==> config.mk <==
export PLATFORM = sky130hd
export DESIGN_NAME = cdbus_uart_bridge
export DESIGN_NICKNAME = d
export VERILOG_FILES = /design/src/rtl/cdbus_uart_bridge_pkg.sv /design/src/rtl/cdbus_uart_bridge_uart_rx.sv /design/src/rtl/cdbus_uart_bridge.sv
export SDC_FILE = /design/constraint.sdc
export NUM_CORES = 1
export LEC_CHECK = 0
export ABC_CLOCK_PERIOD_IN_PS = 3000
export BUFFER_PORTS_ARGS = -buffer_cell sky130_fd_sc_hd__buf_4
export CAP_MARGIN = 10
export CORE_ASPECT_RATIO = 0.8
export CORE_MARGIN = 5
export CORE_UTILIZATION = 40
export CTS_CLUSTER_SIZE = 25
export DETAILED_ROUTE_END_ITERATION = 10
export PLACE_DENSITY_LB_ADDON = 0.2
export REMOVE_ABC_BUFFERS = 1
export SYNTH_ARGS = -nofsm -noshare
export SYNTH_HDL_FRONTEND = slang
export SYNTH_SLANG_ARGS = --single-unit
==> constraint.sdc <==
create_clock -name clk -period 3 [get_ports clk]
set_clock_uncertainty 0.15 [all_clocks]
set_input_delay 0.15 -clock clk [delete_from_list [all_inputs] [get_ports clk]]
set_output_delay 0.15 -clock clk [all_outputs]
set_load 0.1 [all_outputs]
==> src/rtl/cdbus_uart_bridge_pkg.sv <==
// Shared definitions for the UART-to-CSR bridge: FSM state encodings,
// header field positions and the burst-length rule (count 0 = 256).
package cdbus_uart_bridge_pkg;

  localparam logic [3:0] ST_IDLE    = 4'd0;
  localparam logic [3:0] ST_CNT     = 4'd1;
  localparam logic [3:0] ST_WDATA   = 4'd2;
  localparam logic [3:0] ST_WSTROBE = 4'd3;
  localparam logic [3:0] ST_RREQ    = 4'd4;
  localparam logic [3:0] ST_RWAIT   = 4'd5;
  localparam logic [3:0] ST_RSEND   = 4'd6;
  localparam logic [3:0] ST_ACK     = 4'd7;

  localparam int HDR_W       = 7;
  localparam int HDR_RSV_HI  = 6;
  localparam int HDR_RSV_LO  = 5;
  localparam int HDR_ADDR_HI = 4;

  // A header is accepted only when both reserved bits are zero.
  function automatic logic hdr_ok(input logic [7:0] hdr);
    return hdr[HDR_RSV_HI:HDR_RSV_LO] == 2'b00;
  endfunction

  // Count byte to number of accesses; 9 bits so that 0 can mean 256.
  function automatic logic [8:0] burst_len(input logic [7:0] count);
    return (count == 8'd0) ? 9'd256 : {1'b0, count};
  endfunction

endpackage

==> src/rtl/cdbus_uart_bridge_uart_rx.sv <==
// 8N1 UART receiver.
// Ports:
//   clk, rst_n     clock, asynchronous active-low reset
//   rx             asynchronous serial input, idle high
//   start_edge     one-cycle pulse when a start bit edge is detected
//   byte_valid     one-cycle pulse, byte_data holds a well-framed byte
//   byte_err       one-cycle pulse, stop bit sampled low (byte dropped)
//   byte_data      last good byte
// Receiver FSM is a single busy flag plus a bit index (bit 0 = start,
// 1..8 = data LSB first, 9 = stop).
module cdbus_uart_bridge_uart_rx #(
  parameter int DIV = 16
) (
  input  logic       clk,
  input  logic       rst_n,
  input  logic       rx,
  output logic       start_edge,
  output logic       byte_valid,
  output logic       byte_err,
  output logic [7:0] byte_data
);

  localparam logic [15:0] HALF = 16'(DIV / 2 - 1);
  localparam logic [15:0] FULL = 16'(DIV - 1);

  logic        sync1_q, sync1_d, sync2_q, sync2_d, prev_q, prev_d;
  logic        busy_q, busy_d;
  logic [15:0] cnt_q, cnt_d;
  logic [3:0]  bit_q, bit_d;
  logic [7:0]  shift_q, shift_d, data_q, data_d;
  logic        valid_q, valid_d, err_q, err_d;
  logic        start;

  always_comb begin
    sync1_d = rx;
    sync2_d = sync1_q;
    prev_d  = sync2_q;
    busy_d  = busy_q;
    cnt_d   = cnt_q;
    bit_d   = bit_q;
    shift_d = shift_q;
    data_d  = data_q;
    valid_d = 1'b0;
    err_d   = 1'b0;
    // Falling edge on the synchronised line while not receiving.
    start   = !busy_q && prev_q && !sync2_q;
    if (start) begin
      busy_d = 1'b1;
      cnt_d  = HALF;
      bit_d  = 4'd0;
    end else if (busy_q) begin
      if (cnt_q == 16'd0) begin
        cnt_d = FULL;
        bit_d = bit_q + 4'd1;
        if (bit_q == 4'd0) begin
          // Line back high at mid start bit: glitch, not a start bit.
          if (sync2_q) busy_d = 1'b0;
        end else if (bit_q <= 4'd8) begin
          shift_d = {sync2_q, shift_q[7:1]};
        end else begin
          busy_d = 1'b0;
          if (sync2_q) begin
            valid_d = 1'b1;
            data_d  = shift_q;
          end else begin
            err_d = 1'b1;
          end
        end
      end else begin
        cnt_d = cnt_q - 16'd1;
      end
    end
  end

  always_ff @(posedge clk or negedge rst_n) begin
    if (!rst_n) begin
      sync1_q <= 1'b1;
      sync2_q <= 1'b1;
      prev_q  <= 1'b1;
      busy_q  <= 1'b0;
      cnt_q   <= 16'd0;
      bit_q   <= 4'd0;
      shift_q <= 8'd0;
      data_q  <= 8'd0;
      valid_q <= 1'b0;
      err_q   <= 1'b0;
    end else begin
      sync1_q <= sync1_d;
      sync2_q <= sync2_d;
      prev_q  <= prev_d;
      busy_q  <= busy_d;
      cnt_q   <= cnt_d;
      bit_q   <= bit_d;
      shift_q <= shift_d;
      data_q  <= data_d;
      valid_q <= valid_d;
      err_q   <= err_d;
    end
  end

  assign start_edge = start;
  assign byte_valid = valid_q;
  assign byte_err   = err_q;
  assign byte_data  = data_q;

endmodule

==> src/rtl/cdbus_uart_bridge.sv <==
// UART-to-CSR bridge. Decodes header/count/data frames received over
// 8N1 UART into single-cycle CSR read/write strobes and returns read
// data or a header echo (write acknowledge) over tx.
// Ports:
//   clk, reset_n        clock, asynchronous active-low reset
//   rx / tx             UART lines, idle high
//   chip_select         high while a decoded frame is in progress
//   csr_address         address latched from the header
//   csr_read/csr_write  one-cycle strobes (never both)
//   csr_readdata        sampled the cycle after csr_read
//   csr_writedata       valid with csr_write
//   dbg_state           current FSM state
// Handshake: the CSR bus has no back-pressure; a strobe is a complete
// transfer in the cycle it is high, read data is taken one cycle later.
module cdbus_uart_bridge
  import cdbus_uart_bridge_pkg::*;
#(
  parameter int DIV          = 16,
  parameter int TIMEOUT_BITS = 16
) (
  input  logic       clk,
  input  logic       reset_n,
  input  logic       rx,
  output logic       tx,
  output logic       chip_select,
  output logic [4:0] csr_address,
  output logic       csr_read,
  input  logic [7:0] csr_readdata,
  output logic       csr_write,
  output logic [7:0] csr_writedata,
  output logic [3:0] dbg_state
);

  localparam logic [15:0] FULL     = 16'(DIV - 1);
  localparam logic [31:0] TO_LIMIT = 32'(TIMEOUT_BITS * DIV);

  logic       rx_start, byte_valid, byte_err;
  logic [7:0] byte_data;

  cdbus_uart_bridge_uart_rx #(.DIV(DIV)) u_rx (
    .clk        (clk),
    .rst_n      (reset_n),
    .rx         (rx),
    .start_edge (rx_start),
    .byte_valid (byte_valid),
    .byte_err   (byte_err),
    .byte_data  (byte_data)
  );

  logic [3:0]  state_q, state_d;
  logic [4:0]  addr_q, addr_d;
  logic        w_q, w_d;
  logic [8:0]  rem_q, rem_d;
  logic [7:0]  wdata_q, wdata_d;
  logic [31:0] to_cnt_q, to_cnt_d;
  logic        tx_q, tx_d, tx_busy_q, tx_busy_d;
  logic [8:0]  tx_sh_q, tx_sh_d;
  logic [15:0] tx_cnt_q, tx_cnt_d;
  logic [3:0]  tx_bits_q, tx_bits_d;
  logic        tx_start, tx_done, timed_out;
  logic [7:0]  tx_data;

  always_comb begin
    state_d   = state_q;
    addr_d    = addr_q;
    w_d       = w_q;
    rem_d     = rem_q;
    wdata_d   = wdata_q;
    tx_start  = 1'b0;
    tx_data   = 8'h00;
    tx_done   = tx_busy_q && (tx_cnt_q == 16'd0) && (tx_bits_q == 4'd0);
    // Cycles since the last start edge, saturating; only acted on while
    // waiting for count or data bytes.
    timed_out = (to_cnt_q >= TO_LIMIT);
    if (rx_start)       to_cnt_d = 32'd0;
    else if (timed_out) to_cnt_d = to_cnt_q;
    else                to_cnt_d = to_cnt_q + 32'd1;

    case (state_q)
      ST_IDLE: if (byte_valid && hdr_ok(byte_data)) begin
        addr_d  = byte_data[HDR_ADDR_HI:0];
        w_d     = byte_data[HDR_W];
        state_d = ST_CNT;
      end
      ST_CNT: begin
        if (byte_err || timed_out) state_d = ST_IDLE;
        else if (byte_valid) begin
          rem_d   = burst_len(byte_data);
          state_d = w_q ? ST_WDATA : ST_RREQ;
        end
      end
      ST_WDATA: begin
        if (byte_err || timed_out) state_d = ST_IDLE;
        else if (byte_valid) begin
          wdata_d = byte_data;
          state_d = ST_WSTROBE;
        end
      end
      ST_WSTROBE: begin
        rem_d = rem_q - 9'd1;
        if (rem_q == 9'd1) begin
          tx_start = 1'b1;
          tx_data  = {w_q, 2'b00, addr_q};
          state_d  = ST_ACK;
        end else begin
          state_d = ST_WDATA;
        end
      end
      ST_RREQ: begin
        rem_d   = rem_q - 9'd1;
        state_d = ST_RWAIT;
      end
      ST_RWAIT: begin
        tx_start = 1'b1;
        tx_data  = csr_readdata;
        state_d  = ST_RSEND;
      end
      ST_RSEND: if (tx_done) state_d = (rem_q == 9'd0) ? ST_IDLE : ST_RREQ;
      ST_ACK:   if (tx_done) state_d = ST_IDLE;
      default:  state_d = ST_IDLE;
    endcase

    // TX shifter: start bit goes out immediately, then 8 data bits and
    // the stop bit from tx_sh; done pulses at the end of the stop bit.
    tx_d      = tx_q;
    tx_busy_d = tx_busy_q;
    tx_sh_d   = tx_sh_q;
    tx_cnt_d  = tx_cnt_q;
    tx_bits_d = tx_bits_q;
    if (tx_start) begin
      tx_d      = 1'b0;
      tx_busy_d = 1'b1;
      tx_sh_d   = {1'b1, tx_data};
      tx_cnt_d  = FULL;
      tx_bits_d = 4'd9;
    end else if (tx_busy_q) begin
      if (tx_cnt_q == 16'd0) begin
        if (tx_bits_q == 4'd0) begin
          tx_busy_d = 1'b0;
        end else begin
          tx_d      = tx_sh_q[0];
          tx_sh_d   = {1'b1, tx_sh_q[8:1]};
          tx_bits_d = tx_bits_q - 4'd1;
          tx_cnt_d  = FULL;
        end
      end else begin
        tx_cnt_d = tx_cnt_q - 16'd1;
      end
    end
  end

  always_ff @(posedge clk or negedge reset_n) begin
    if (!reset_n) begin
      state_q   <= ST_IDLE;
      addr_q    <= 5'd0;
      w_q       <= 1'b0;
      rem_q     <= 9'd0;
      wdata_q   <= 8'd0;
      to_cnt_q  <= 32'd0;
      tx_q      <= 1'b1;
      tx_busy_q <= 1'b0;
      tx_sh_q   <= 9'h1FF;
      tx_cnt_q  <= 16'd0;
      tx_bits_q <= 4'd0;
    end else begin
      state_q   <= state_d;
      addr_q    <= addr_d;
      w_q       <= w_d;
      rem_q     <= rem_d;
      wdata_q   <= wdata_d;
      to_cnt_q  <= to_cnt_d;
      tx_q      <= tx_d;
      tx_busy_q <= tx_busy_d;
      tx_sh_q   <= tx_sh_d;
      tx_cnt_q  <= tx_cnt_d;
      tx_bits_q <= tx_bits_d;
    end
  end

  assign tx            = tx_q;
  assign chip_select   = (state_q != ST_IDLE);
  assign csr_read      = (state_q == ST_RREQ);
  assign csr_write     = (state_q == ST_WSTROBE);
  assign csr_address   = addr_q;
  assign csr_writedata = wdata_q;
  assign dbg_state     = state_q;

endmodule

==> run summary <==
The run finished with clean final reports. The count of final max-slew check failures came out at 0. The sum of net half-perimeters after detailed placement is 9670 microns. After synthesis, the most frequently instantiated cells are dfrtp_1, nor2_1, nand2_1, mux2_2, inv_1.

The number of iterations in the first detailed-routing pass came out at 5. The number of violations of the max-capacitance limit is 0. The width of the die came out at 151 microns. At the pin with the least slew margin, the transition time is 0.727 ns.

The number of antenna violations at the first check in global routing is 0. The routed length per placed instance is 16.0 microns. The deepest level of the CTS H-tree is 4. The via count of the first global-routing pass is 4715. VDD sags by at most 421 uV. The total routed wirelength came out at 14100 microns. Entering global routing, the biggest net connects 54 pins.

Final hold analysis gives a worst-case slack of 0.176 ns. The number of CTS-inserted buffers is 17. The leakage dissipation came out at 3.63 nW.

The register area is 3270 sq um. For the worst setup path, the data arrival time is 3.04 ns. After global routing the overflow that remains totals 0. The post-route netlist has 21.1% of its cells at a drive strength greater than 1. After technology mapping, the gate count stands at 605. The clock reaches the later pin of the worst-skew pair after 0.43 ns. The worst setup path is captured at a flop. The normalized max-slew margin came out at 51.5%. The full die area is 18500 sq um.

At the end of routability-driven placement, the weighted congestion stood at 0.855. Yosys mapped a number of flops with a built-in enable equal to 0. Together, buffers and inverters on the worst path number 1.

The number of stages on the worst setup path came out at 7. Counting every sink on the clock net gives 130. In this run the worst path has a maximum fanout of 18. The commonest register cell after synthesis is dfrtp_1. The signal on the critical path passes through inv_1, ha_1, or4b_2, or4_4, o21ai_4, nor2_1, a31oi_2. The final setup violation count is 0. The mean instance size in the synthesized netlist came out at 10.5 sq um. In the post-synthesis netlist, the biggest area contributors are dfrtp_1, mux2_2, dfstp_2. By startpoint and endpoint, the worst setup path is classified as reg2reg. The cell class contributing the biggest share of worst-path delay is simple AND/OR/NAND/NOR gates.

In the final layout, the multi-input gates occupy 2840 sq um. TritonCTS built the clock tree. In this run the tool buffered the top-level ports with 30 buffer cells. The worst reg-to-reg path cell count came out at 7. The first-pass GRT wire length came out at 23600 microns. The biggest area contributor in the post-synthesis netlist is dfrtp_1. The final critical-path required period came out at 2.84 ns.

The highest clock rate came out at 0.352 GHz. The floorplan has 41 rows. The die height came out at 123 microns. For the worst setup path, the data required time is 3.20 ns. The number of buffers added for setup after CTS came out at 0. The detailed router placed 4767 vias in this run. In this run the deepest clock path goes through 2 buffers. Of the synthesized area, sequential elements account for 51.5%. The cell area after technology mapping is 6340 sq um.

The stage delay of the slowest cell on the critical path came out at 0.65 ns. Once the floorplan was initialized, standard cells occupied 40.6% of the core. The power per cell area is 627 nW/um^2. The number of distinct library cells after synthesis is 69. The number of routed nets with antenna violations is 0. The area growth from synthesis to layout is 19.1%. The number of antenna diodes in the final layout is 0. The clock-pin slew on the worst setup and hold paths came out at 0.06 ns.

The core outline area came out at 15600 sq um. Global routing consumed, over all layers together, 16.2% of the routing resources. After detailed routing, the number of vias per cell comes to 5.40. The filler cells instantiated in the layout total 1404.

Among all stages on the critical path, the largest delay is contributed by or4b_2. The area fraction of the dominant cell type after synthesis came out at 46.5%. The proportion of synthesized flip-flops having asynchronous set or reset is 100%. The number of register bits inferred by synthesis came out at 130.

Setup repair after global routing left no endpoint under its margin. STA classifies the critical path startpoint as a flop. The boundary pin count is 32. The starting DRC count in detailed routing is 301.

The type of the tightest min-delay check is in2async. The ratio of final minimum period to clock period is 94.7%. The number of nets in the layout came out at 676. The count of final hold-check violations is 0. The overall power of the completed layout is 4.74 mW. The number of hold buffers added after CTS is 10. Yosys instantiated no cell more often than dfrtp_1. The cell sitting at the root of the clock tree is a clkbuf_16. The number of cells upsized or downsized after cts is 0. The DRC violation count after routing came out at 0. The synthesis warning total came out at 0.
## area by class of cell
type / instances / area share (%)
sequential: 130 / 43.2
multi-input combinational: 421 / 37.6
timing repair buffer: 57 / 6.49
clock buffer: 17 / 5.63
tap: 215 / 3.56
clock inverter: 15 / 2.14
inverter: 27 / 1.34
## routing by layer
layer | wire length (microns) | global-route usage, % | vias up | share of wire [%]
met5 | 0 | 0 | - | 0
met4 | 123 | 4.25 | 0 | 0.87
met3 | 647 | 4.65 | 12 | 4.6
met2 | 6480 | 25.2 | 98 | 46
met1 | 6880 | 22.3 | 2359 | 49
li1 | - | - | 2298 | -
## path summary, 6_finish.rpt
kind	from	to	slack (ns)
max	tx_cnt_q[0]$_DFFE_PN0P_	tx_sh_q[0]$_DFFE_PN1P_	0.16
min	reset_n	tx_cnt_q[14]$_DFFE_PN0P_	0.18
max reg2reg	tx_cnt_q[0]$_DFFE_PN0P_	tx_sh_q[0]$_DFFE_PN1P_	0.16
min reg2reg	u_rx.sync1_q$_DFF_PN1_	u_rx.prev_d$_DFF_PN1_	0.21
max in group asynchronous	reset_n	tx_cnt_q[3]$_DFFE_PN0P_	1.65
min in group clk	u_rx.sync1_q$_DFF_PN1_	u_rx.prev_d$_DFF_PN1_	0.21
## power by group
part           total (mW)  switching, mW  internal [mW]
Combinational       0.609          0.345          0.264
Sequential           2.08          0.166           1.92
Clock                2.04          0.817           1.23
Total                4.74           1.33           3.41
## cells by family (layout without fill, tap and decap cells)
group | after synthesis | after routing | share of synthesized area, %
flops | 130 | 130 | 51.5
simple gates | 239 | 239 | 20.2
mux | 40 | 40 | 6.88
compound gates | 111 | 111 | 12.7
fa+ha+maj | 11 | 11 | 2.17
other cells | 1 | 1 | 0.0591
buf+inv | 54 | 116 | 3.83
xor+xnor | 19 | 19 | 2.62
## state kept, by name, indices dropped and copies added, names as in the netlist
| name | cells |
|---|---|
| to_cnt_q | 32 |
| tx_cnt_q | 16 |
| u_rx.cnt_q | 16 |
| rem_q | 9 |
| csr_writedata | 8 |
| tx_sh_q | 8 |
| u_rx.byte_data | 8 |
| u_rx.shift_q | 8 |
| csr_address | 5 |
| tx_bits_q | 4 |
| u_rx.bit_q | 4 |
| dbg_state | 3 |
| tx | 1 |
| tx_busy_q | 1 |
| u_rx.busy_q | 1 |
| u_rx.byte_err | 1 |
| u_rx.byte_valid | 1 |
| u_rx.prev_d | 1 |
| u_rx.prev_q | 1 |
| u_rx.sync1_q | 1 |
| w_q | 1 |
## worst register-to-register path: cells and delay by family, from the launching register on
family	cells	cell delay (ns)
AO/OA/AOI/OAI	2	0.66
adder cells (fa/ha/maj)	1	0.17
flip-flops	1	0.40
AND/OR/NAND/NOR	3	1.28
buffers and inverters	1	0.11
## stage by stage
stage | setup WS, ns | utilization, % | cells | setup TNS, ns | cell area [sq um]
final | 0.159 | 48.3 | 882 | 0 | 7560
after global routing | 0.0507 | 48.3 | 882 | 0 | 7560
after CTS | 0.147 | 48.3 | 882 | 0 | 7560
after global placement | 0.261 | 43.9 | 840 | 0 | 6870
after detailed placement | 0.154 | 43.9 | 840 | 0 | 6870
after floorplan | -1.69 | - | 578 | -42.17 | 6200
## cell usage in the layout (no fill, tap or decap), drive strengths merged, types with 9 or more instances in the layout
cell	count
dfrtp	118
or4	9
dlygate4sd3	10
ha	11
nand2	49
a21oi	26
nor3	16
mux2	29
xnor2	13
nand3	20
o2111ai	9
o21ai	21
nor4	21
clkbuf	17
buf	47
inv	29
nor2	52
nor2b	26
mux2i	11
dfstp	12
Note: power is estimated with default switching activity, not from simulation.
